[src/rtl/cpu_pkg.sv]
// cpu_pkg: shared widths, instruction field positions, opcodes and sequencer states.
package cpu_pkg;
  localparam int DW = 15;
  localparam int AW = 3;
  localparam int NREGS = 7;
  localparam int OP_LSB = 12;
  localparam int RD_LSB = 9;
  localparam int RS1_LSB = 6;
  localparam int RS2_LSB = 3;
  localparam int IMM_W = 9;
  localparam logic [2:0] OP_NOP = 3'd0;
  localparam logic [2:0] OP_ADD = 3'd1;
  localparam logic [2:0] OP_SUB = 3'd2;
  localparam logic [2:0] OP_AND = 3'd3;
  localparam logic [2:0] OP_OR  = 3'd4;
  localparam logic [2:0] OP_XOR = 3'd5;
  localparam logic [2:0] OP_SHL = 3'd6;
  localparam logic [2:0] OP_LDI = 3'd7;
  typedef enum logic [1:0] {S_IDLE, S_READ, S_EXEC, S_WB} state_t;
  function automatic logic reg_ok(input logic [AW-1:0] a);
    return int'(a) < NREGS;
  endfunction
endpackage

[src/rtl/exec_alu.sv]
// exec_alu: combinational ALU; carry is the ADD carry-out or the SUB borrow.
module exec_alu
  import cpu_pkg::*;
(
  input  logic [2:0]       op_i,
  input  logic [DW-1:0]    op1_i,
  input  logic [DW-1:0]    op2_i,
  input  logic [IMM_W-1:0] imm9_i,
  output logic [DW-1:0]    result_o,
  output logic             carry_o
);
  logic [DW:0] sum, diff;
  logic [3:0]  sh;
  assign sum  = {1'b0, op1_i} + {1'b0, op2_i};
  assign diff = {1'b0, op1_i} - {1'b0, op2_i};
  assign sh   = op2_i[3:0];
  always_comb begin
    result_o = '0;
    carry_o  = 1'b0;
    case (op_i)
      OP_ADD:  {carry_o, result_o} = sum;
      OP_SUB:  {carry_o, result_o} = diff;
      OP_AND:  result_o = op1_i & op2_i;
      OP_OR:   result_o = op1_i | op2_i;
      OP_XOR:  result_o = op1_i ^ op2_i;
      OP_SHL:  result_o = (sh == 4'd15) ? '0 : op1_i << sh;
      OP_LDI:  result_o = DW'(imm9_i);
      default: result_o = '0;
    endcase
  end
endmodule

[src/rtl/regfile_exec_stage.sv]
// regfile_exec_stage: 4-cycle read/exec/writeback sequencer around a 7x15 register file.
// Define EXEC_FLAGS_EN to register zero/carry flags; otherwise they are tied low.
module regfile_exec_stage
  import cpu_pkg::*;
(
  input  logic          clk,
  input  logic          rst_n,
  input  logic          instr_valid,
  output logic          instr_ready,
  input  logic [DW-1:0] instr,
  output logic [AW-1:0] ra1,
  output logic [AW-1:0] ra2,
  input  logic [DW-1:0] rd1,
  input  logic [DW-1:0] rd2,
  output logic [AW-1:0] wa,
  output logic [DW-1:0] wd,
  output logic          we,
  output logic          done,
  output logic          err,
  output logic          flag_z,
  output logic          flag_c
);
  state_t state_q, state_d;
  logic [DW-1:0] instr_q, instr_d, op1_q, op1_d, op2_q, op2_d, wd_q, wd_d;
  logic [AW-1:0] ra1_q, ra1_d, ra2_q, ra2_d, wa_q, wa_d;
  logic we_q, we_d, done_q, done_d, err_q, err_d;
  logic [2:0] op;
  logic [AW-1:0] rd_a;
  logic rd_ok;
  logic [DW-1:0] alu_res;
  assign op    = instr_q[OP_LSB +: 3];
  assign rd_a  = instr_q[RD_LSB +: AW];
  assign rd_ok = reg_ok(rd_a);
  assign instr_ready = state_q == S_IDLE;
  assign {ra1, ra2, wa, wd} = {ra1_q, ra2_q, wa_q, wd_q};
  assign {we, done, err} = {we_q, done_q, err_q};
`ifdef EXEC_FLAGS_EN
  logic alu_c, flag_z_q, flag_c_q;
`endif
  exec_alu u_alu (
    .op_i    (op),
    .op1_i   (op1_q),
    .op2_i   (op2_q),
    .imm9_i  (instr_q[IMM_W-1:0]),
    .result_o(alu_res),
`ifdef EXEC_FLAGS_EN
    .carry_o (alu_c)
`else
    .carry_o ()
`endif
  );
  always_comb begin
    state_d = state_q;
    instr_d = instr_q;
    ra1_d   = ra1_q;
    ra2_d   = ra2_q;
    op1_d   = op1_q;
    op2_d   = op2_q;
    wa_d    = wa_q;
    wd_d    = wd_q;
    we_d    = 1'b0;
    done_d  = 1'b0;
    err_d   = 1'b0;
    case (state_q)
      S_IDLE: if (instr_valid) begin
        state_d = S_READ;
        instr_d = instr;
        ra1_d   = instr[RS1_LSB +: AW];
        ra2_d   = instr[RS2_LSB +: AW];
      end
      // Index 7 is not a real register, so its operand reads as zero.
      S_READ: begin
        state_d = S_EXEC;
        op1_d   = reg_ok(ra1_q) ? rd1 : '0;
        op2_d   = reg_ok(ra2_q) ? rd2 : '0;
      end
      S_EXEC: begin
        state_d = S_WB;
        wa_d    = rd_a;
        wd_d    = alu_res;
        we_d    = rd_ok && op != OP_NOP;
        done_d  = 1'b1;
        err_d   = !rd_ok;
      end
      default: state_d = S_IDLE;
    endcase
  end
  always_ff @(posedge clk or negedge rst_n) begin
    if (!rst_n) begin
      state_q <= S_IDLE;
      instr_q <= '0;
      ra1_q   <= '0;
      ra2_q   <= '0;
      op1_q   <= '0;
      op2_q   <= '0;
      wa_q    <= '0;
      wd_q    <= '0;
      we_q    <= 1'b0;
      done_q  <= 1'b0;
      err_q   <= 1'b0;
    end else begin
      state_q <= state_d;
      instr_q <= instr_d;
      ra1_q   <= ra1_d;
      ra2_q   <= ra2_d;
      op1_q   <= op1_d;
      op2_q   <= op2_d;
      wa_q    <= wa_d;
      wd_q    <= wd_d;
      we_q    <= we_d;
      done_q  <= done_d;
      err_q   <= err_d;
    end
  end
`ifdef EXEC_FLAGS_EN
  always_ff @(posedge clk or negedge rst_n) begin
    if (!rst_n) begin
      flag_z_q <= 1'b0;
      flag_c_q <= 1'b0;
    end else if (state_q == S_EXEC && rd_ok && op != OP_NOP) begin
      flag_z_q <= alu_res == '0;
      flag_c_q <= alu_c;
    end
  end
  assign flag_z = flag_z_q;
  assign flag_c = flag_c_q;
`else
  assign flag_z = 1'b0;
  assign flag_c = 1'b0;
`endif
endmodule

[config.mk]
export PLATFORM = sky130hd
export DESIGN_NAME = regfile_exec_stage
export DESIGN_NICKNAME = d
export VERILOG_FILES = /design/src/rtl/cpu_pkg.sv /design/src/rtl/exec_alu.sv /design/src/rtl/regfile_exec_stage.sv
export SDC_FILE = /design/constraint.sdc
export NUM_CORES = 1
export LEC_CHECK = 0
export BUFFER_PORTS_ARGS = -buffer_cell sky130_fd_sc_hd__buf_2
export CORE_ASPECT_RATIO = 1.5
export CORE_MARGIN = 3
export CORE_UTILIZATION = 45
export DETAILED_ROUTE_END_ITERATION = 10
export HOLD_SLACK_MARGIN = 0.15
export PLACE_DENSITY = 0.78
export SETUP_SLACK_MARGIN = 0.1
export SYNTH_ARGS = -nofsm -noshare
export SYNTH_HDL_FRONTEND = slang
export SYNTH_SLANG_ARGS = --single-unit
[constraint.sdc]
create_clock -name clk -period 3.1 [get_ports clk]
set_input_delay 0.155 -clock clk [delete_from_list [all_inputs] [get_ports clk]]
set_output_delay 0.155 -clock clk [all_outputs]
set_load 0.02 [all_outputs]
# After elaboration in Yosys (flattened, before gate mapping)
# Cells that the tools add are included.
[word_totals]
register_bits = 74
elab_cells = 45
output_inout_bits = 30
inputBits = 48
[op_classes]
shift = 1
bitwise = 3
muxes = 9
order_cmp = 3
n_addsub = 2
n_reduce_logical = 5
eq_ne = 11
[ops]
columns = ["cell", "n"]
rows = [
  ["15-bit case mux with 7 select lines", 1],
  ["15-bit two-way mux", 3],
  ["15-bit adder", 1],
  ["15-bit bitwise AND", 1],
  ["15-bit bitwise OR", 1],
  ["15-bit by 4-bit << shifter with 15-bit output", 1],
  ["15-bit subtractor", 1],
  ["15-bit XOR", 1],
  ["3-bit == test, second input constant", 4],
  ["3-bit less-than comparator, second input constant", 3],
  ["3-bit by 2-bit == test with 1-bit output, second input constant", 2],
  ["2-bit case mux with 3 select lines", 1],
  ["4-bit == test, second input constant", 1],
  ["3-bit by 1-bit == test with 1-bit output, second input constant", 1],
  ["1-bit two-way mux", 3],
  ["3-bit nonzero test", 1],
  ["2-bit by 1-bit == test with 1-bit output, second input constant", 1],
  ["2-bit == test, second input constant", 1],
  ["2-bit zero test", 1],
  ["2-bit two-way mux", 1],
  ["2-bit inequality test, second input constant", 1],
  ["2-bit AND reduction", 1],
  ["1-bit logical AND", 1],
  ["1-bit zero test", 1],
]

# Longest topological paths before layout
[logic_depth]
ltp_word = 3
ltp_mapped = 14
mapped_depth_nobuf = 12

# Modules after synthesis
# A second synthesis with hierarchy kept.
[hier_totals]
cells_unflattened = 655
hier_area_um2 = 5859.4
[modules_own_cells]
columns = ["module", "seq_area_each_um2", "area_per_inst_um2", "cells_each", "n_inst"]
rows = [
  ["exec_alu", 0.0, 3065.4, 425, 1],
  ["regfile_exec_stage", 1701.6, 2793.9, 230, 1],
]

# Least setup slack after synthesis
# OpenSTA, ideal clock, no wires.
[synth_path]
kind = "register to register"
from = "register instr_q[14]"
to = "register wd_q[13], in the netlist wd[13]"
stages_incl_launch_ff = 13
required_ps = 2974
path_slack_ps = -181
synth_period_minus_slack_ps = 3281
arrival_time_ps = 3155
setup_ps = 126
path_buffers = 3
path_cell_list = "dfrtp_1 -> clkbuf_1 -> buf_2 -> nor3_1 -> a21oi_1 -> xnor2_1 -> ha_1 -> clkbuf_1 -> and3_1 -> a221o_1 -> a221oi_2 -> xnor2_1 -> a311o_1"
[synth_via]
elab_chain_cells = 2
word_cells_on_any_way = 8
cone_classes = "eq/ne: 7; mux: 1"
[synth_rtl]
columns = ["element", "line_no", "rtl"]
rows = [
  ["start: declaration", "regfile_exec_stage.sv:24", "logic [DW-1:0] instr_q, instr_d, op1_q, op1_d, op2_q, op2_d, wd_q, wd_d;"],
  ["start signal: assignment", "regfile_exec_stage.sv:103", "instr_q <= instr_d;"],
  ["3-bit == test, or another cell as far along", "exec_alu.sv:20", "case (op_i)"],
  ["15-bit case mux with 7 select lines *", "exec_alu.sv:20", ""],
  ["end signal: assignment", "regfile_exec_stage.sv:109", "wd_q <= wd_d;"],
  ["end: declaration", "regfile_exec_stage.sv:24", ""],
]
# Mark *: on every way between the ends. The rest lies on a longest branch, timed or not.
# A chain may end at the register's enable or synchronous reset.

# Worst setup path after layout
[layout_path]
from = "register instr_q[13]"
to = "register wd_q[10], in the netlist wd[10]"
# Same word-level chain as after synthesis.

==> reports/qor.log <==
INFO  status         outcome=finished clean
INFO  floorplanning  start_util=46.3%
INFO  clock_network  cts_inserted_buffers=9
INFO  clock_network  tritoncts=done
INFO  clock_network  clock_sink_count=68
INFO  drt            final_antenna_net_count=0
INFO  drt            total_drc_errors_in_the_routed_layout=0
INFO  logic_synthesis synth_top_area_share=33.0%
INFO  placement      port_buffers=75
INFO  drt            detailedRoute.firstPassIterationCount=6
INFO  sta            slew_viol_final=0
INFO  finish         area_delta_synth_final=32.0%
INFO  setup_path     endpoint_kind=register
INFO  drt            totalWireLength=18200µm
INFO  grt            grt_first_pass_wirelength=27900µm
INFO  logic_synthesis synth_compound_area_share=20.0%
INFO  setup_path     critical-path-max-stage-delay=480ps
INFO  logic_synthesis synth-simple-area-share=11.0%
INFO  setup_path     worstPathRequired=3330ps
INFO  placement      place.gp.congestion=0.988
INFO  drt            vias_per_cell=5.99
INFO  floorplanning  die_height=137µm
INFO  grt            number_of_antenna_violations_at_the_first_check_in_global_routing=0
INFO  logic_synthesis postSynth.topFlopCell=dfrtp_1
INFO  grt            grt_pass1_vias=5210
INFO  finish         design.final.nets=801
INFO  grt            pin_count_of_the_biggest_net_entering_global_routing=39
INFO  setup_path     timing.reg2reg.setup_slack=180ps
INFO  setup_path     crit_path_end=wd[10]
INFO  setup_path     worst_r2r_path_cells=12
INFO  logic_synthesis number_of_enable_flip_flop_cells_after_synthesis=0
INFO  logic_synthesis yosys-top-cells-area=dfrtp_1, ha_1, o21ai_0, mux2_2, nand2_1
INFO  setup_path     crit_slowest_cell=fa_1
INFO  setup_path     worstReg2RegEnd=wd[10]
INFO  hold_path      holdCritPathClass=in -> async
INFO  logic_synthesis synth.avg_cell_area=9.29µm²
INFO  logic_synthesis synth-xor-area-share=4.25%
INFO  flow_run       max_cap_violations=0
INFO  finish         drive_gt1_share=28.0%
INFO  sta            number_of_failing_hold_endpoints_at_the_final_stage=0
INFO  setup_path     critical_path.cell_chain=buf_4, nor2b_1, nand2_1, nor2_1, a21oi_2, fa_1, a211oi_2, o211ai_1, a41oi_1, xnor2_1, a211oi_1, o2bb2ai_1
INFO  logic_synthesis synth_largest_area_cell=dfrtp_1
INFO  logic_synthesis ys_async_rst_share=100%
INFO  sta            number_of_failing_setup_endpoints_in_the_final_timing_report=0
INFO  grt            groute.usage.overall=28.9%
INFO  setup_path     cp_launch_type=register
INFO  clock_network  clock_tree.htree_level_count=3
INFO  logic_synthesis yosysWarningCount=0
INFO  placement      hpwlAfterDp=13300µm
INFO  grt            globalRouteOverflowTotal=0
INFO  clock_network  clk-insertion-delay-late=340ps
INFO  clock_network  cts_max_path_buffers=2
INFO  logic_synthesis synth_area=5150µm²
INFO  logic_synthesis synth_fa_ha_area_share=12.5%
INFO  sta            fmax=342MHz
INFO  sta            min_period_over_period=94.3%
INFO  drt            drt-initial-drc-count=485
INFO  setup_path     timing.rr.start=instr_q[13]
INFO  floorplanning  die-width=93.3µm
INFO  sta            finalSetupTns=0ps
INFO  floorplanning  placementRows=47
INFO  setup_path     crit_fanout=3
INFO  logic_synthesis ys_top_cells_by_count=dfrtp_1, nand2_1, o21ai_0
INFO  logic_synthesis number_of_instances_in_the_synthesized_netlist=554
INFO  floorplanning  die_area=12800µm²
INFO  logic_synthesis yosys.cell_count.top_type=dfrtp_1
INFO  sta            fin_worst_skew=7.89ps
INFO  drt            routed_wire_length_per_instance=21.3µm
INFO  clock_network  cts-root-buf=clkbuf_16
INFO  floorplanning  core=11100µm²
INFO  finish         final_util=61.2%
INFO  sta            setup_repair_after_global_routing_missed_its_margin=true
INFO  setup_path     critPathLaunch=instr_q[13]
INFO  logic_synthesis synth_seq_area_share=33.0%
INFO  finish         antennaDiodeCount=0
INFO  sta            slew-limit-headroom=30.4%
INFO  logic_synthesis yosysUniqueCellTypes=58
INFO  setup_path     critical_path_arrival=3150ps
INFO  clock_network  worst_setup_hold_path_clk_slew=60ps
INFO  logic_synthesis main_combinational_cell_family_by_area_after_synthesis=compound AO/OA/AOI/OAI gates
INFO  logic_synthesis muxShareOfSynthArea=12.7%
INFO  drt            detailroute.via_count=5113
INFO  sta            timing.final.crit_period=2920ps
INFO  setup_path     critPathKind=reg -> reg
INFO  logic_synthesis synth-seq-cells=68
INFO  floorplanning  pin_count=78
INFO  sta            timing_worst_slew_pin_value=1030ps
[cell families (layout without fill, tap and decap cells)]
group / after synthesis / in the layout
compound gates: 157 / 157
simple gates: 126 / 126
buf+inv: 76 / 227
flops: 68 / 68
fa+ha+maj: 51 / 51
mux: 50 / 50
xor+xnor: 25 / 25
other cells: 1 / 2
[metrics by stage]
step	setup WS [ps]	instances	hold WS (ps)	instance area, µm²
after floorplan	105	555	-141	5190
after global placement	103	781	271	5880
after detailed placement	56.8	781	300	5880
after CTS	149	845	477	6660
after global routing	-12.0	853	506	6800
final	177	853	434	6800
[worst min-delay path by stage]
stage / start / endpoint / slack [ps]
2_1_floorplan: rst_n / done / -140
3_3_place_gp: rst_n / op2_q[12] / 270
3_5_place_dp: rst_n / op2_q[13] / 300
4_1_cts: rst_n / op1_q[13] / 480
5_1_grt: wd[2] / wd[2] / 510
6_report: rst_n / op2_q[13] / 430
[registers in the layout (all words and copies together) (netlist names)]
register and count:
op1_q 15, we 1, state_q 2, wd 15
instr_q 15, wa 3, op2_q 15, err 1
done 1
[worst max-delay path: cells and delay by family, from the launching register on]
family,cells,cell delay [ps]
AO/OA/AOI/OAI,6,1280
adder cells (fa/ha/maj),1,480
flip-flops,1,350
XOR/XNOR,1,130
buffers and inverters,1,120
AND/OR/NAND/NOR,3,440
[repair_timing]
action	in CTS	in global routing
hold buffers	47	0
resized for setup	4	16
pin swaps	13	24
hold endpoints to repair	77	0
endpoints found under the setup margin	1	7
setup buffers	2	8
[cells in the final DEF (no fill, tap or decap), types with 7 or more instances in the layout]
cell type	n
clkbuf_16	9
dfrtp_1	66
nand3_1	12
a31oi_1	8
buf_4	47
mux2_2	23
nor2b_1	7
inv_1	36
o2bb2ai_1	9
dlygate4sd3_1	47
nand2_1	62
buf_2	75
o21ai_0	53
ha_1	48
mux4_2	10
mux2i_1	17
a22oi_1	7
xnor2_1	21
nor2_1	23
a21oi_1	22
[metal layers]
metal | wire [µm] | global-route usage, %
met3 | 894 | 4.73
met1 | 6400 | 31.2
met5 | 0 | 0
met4 | 1460 | 21.3
met2 | 9410 | 50.4
[layout make-up]
cell class	count	area [µm²]
Fill cell	928	4320
Multi-Input combinational cell	411	3240
Sequential cell	68	1700
Timing Repair Buffer	172	1240
Clock buffer	11	253
Tap cell	147	184
Inverter	40	150
Clock inverter	4	25.0
Power is not shown: default switching activity piles up to over one toggle a cycle in this logic, so the estimate is an artifact.
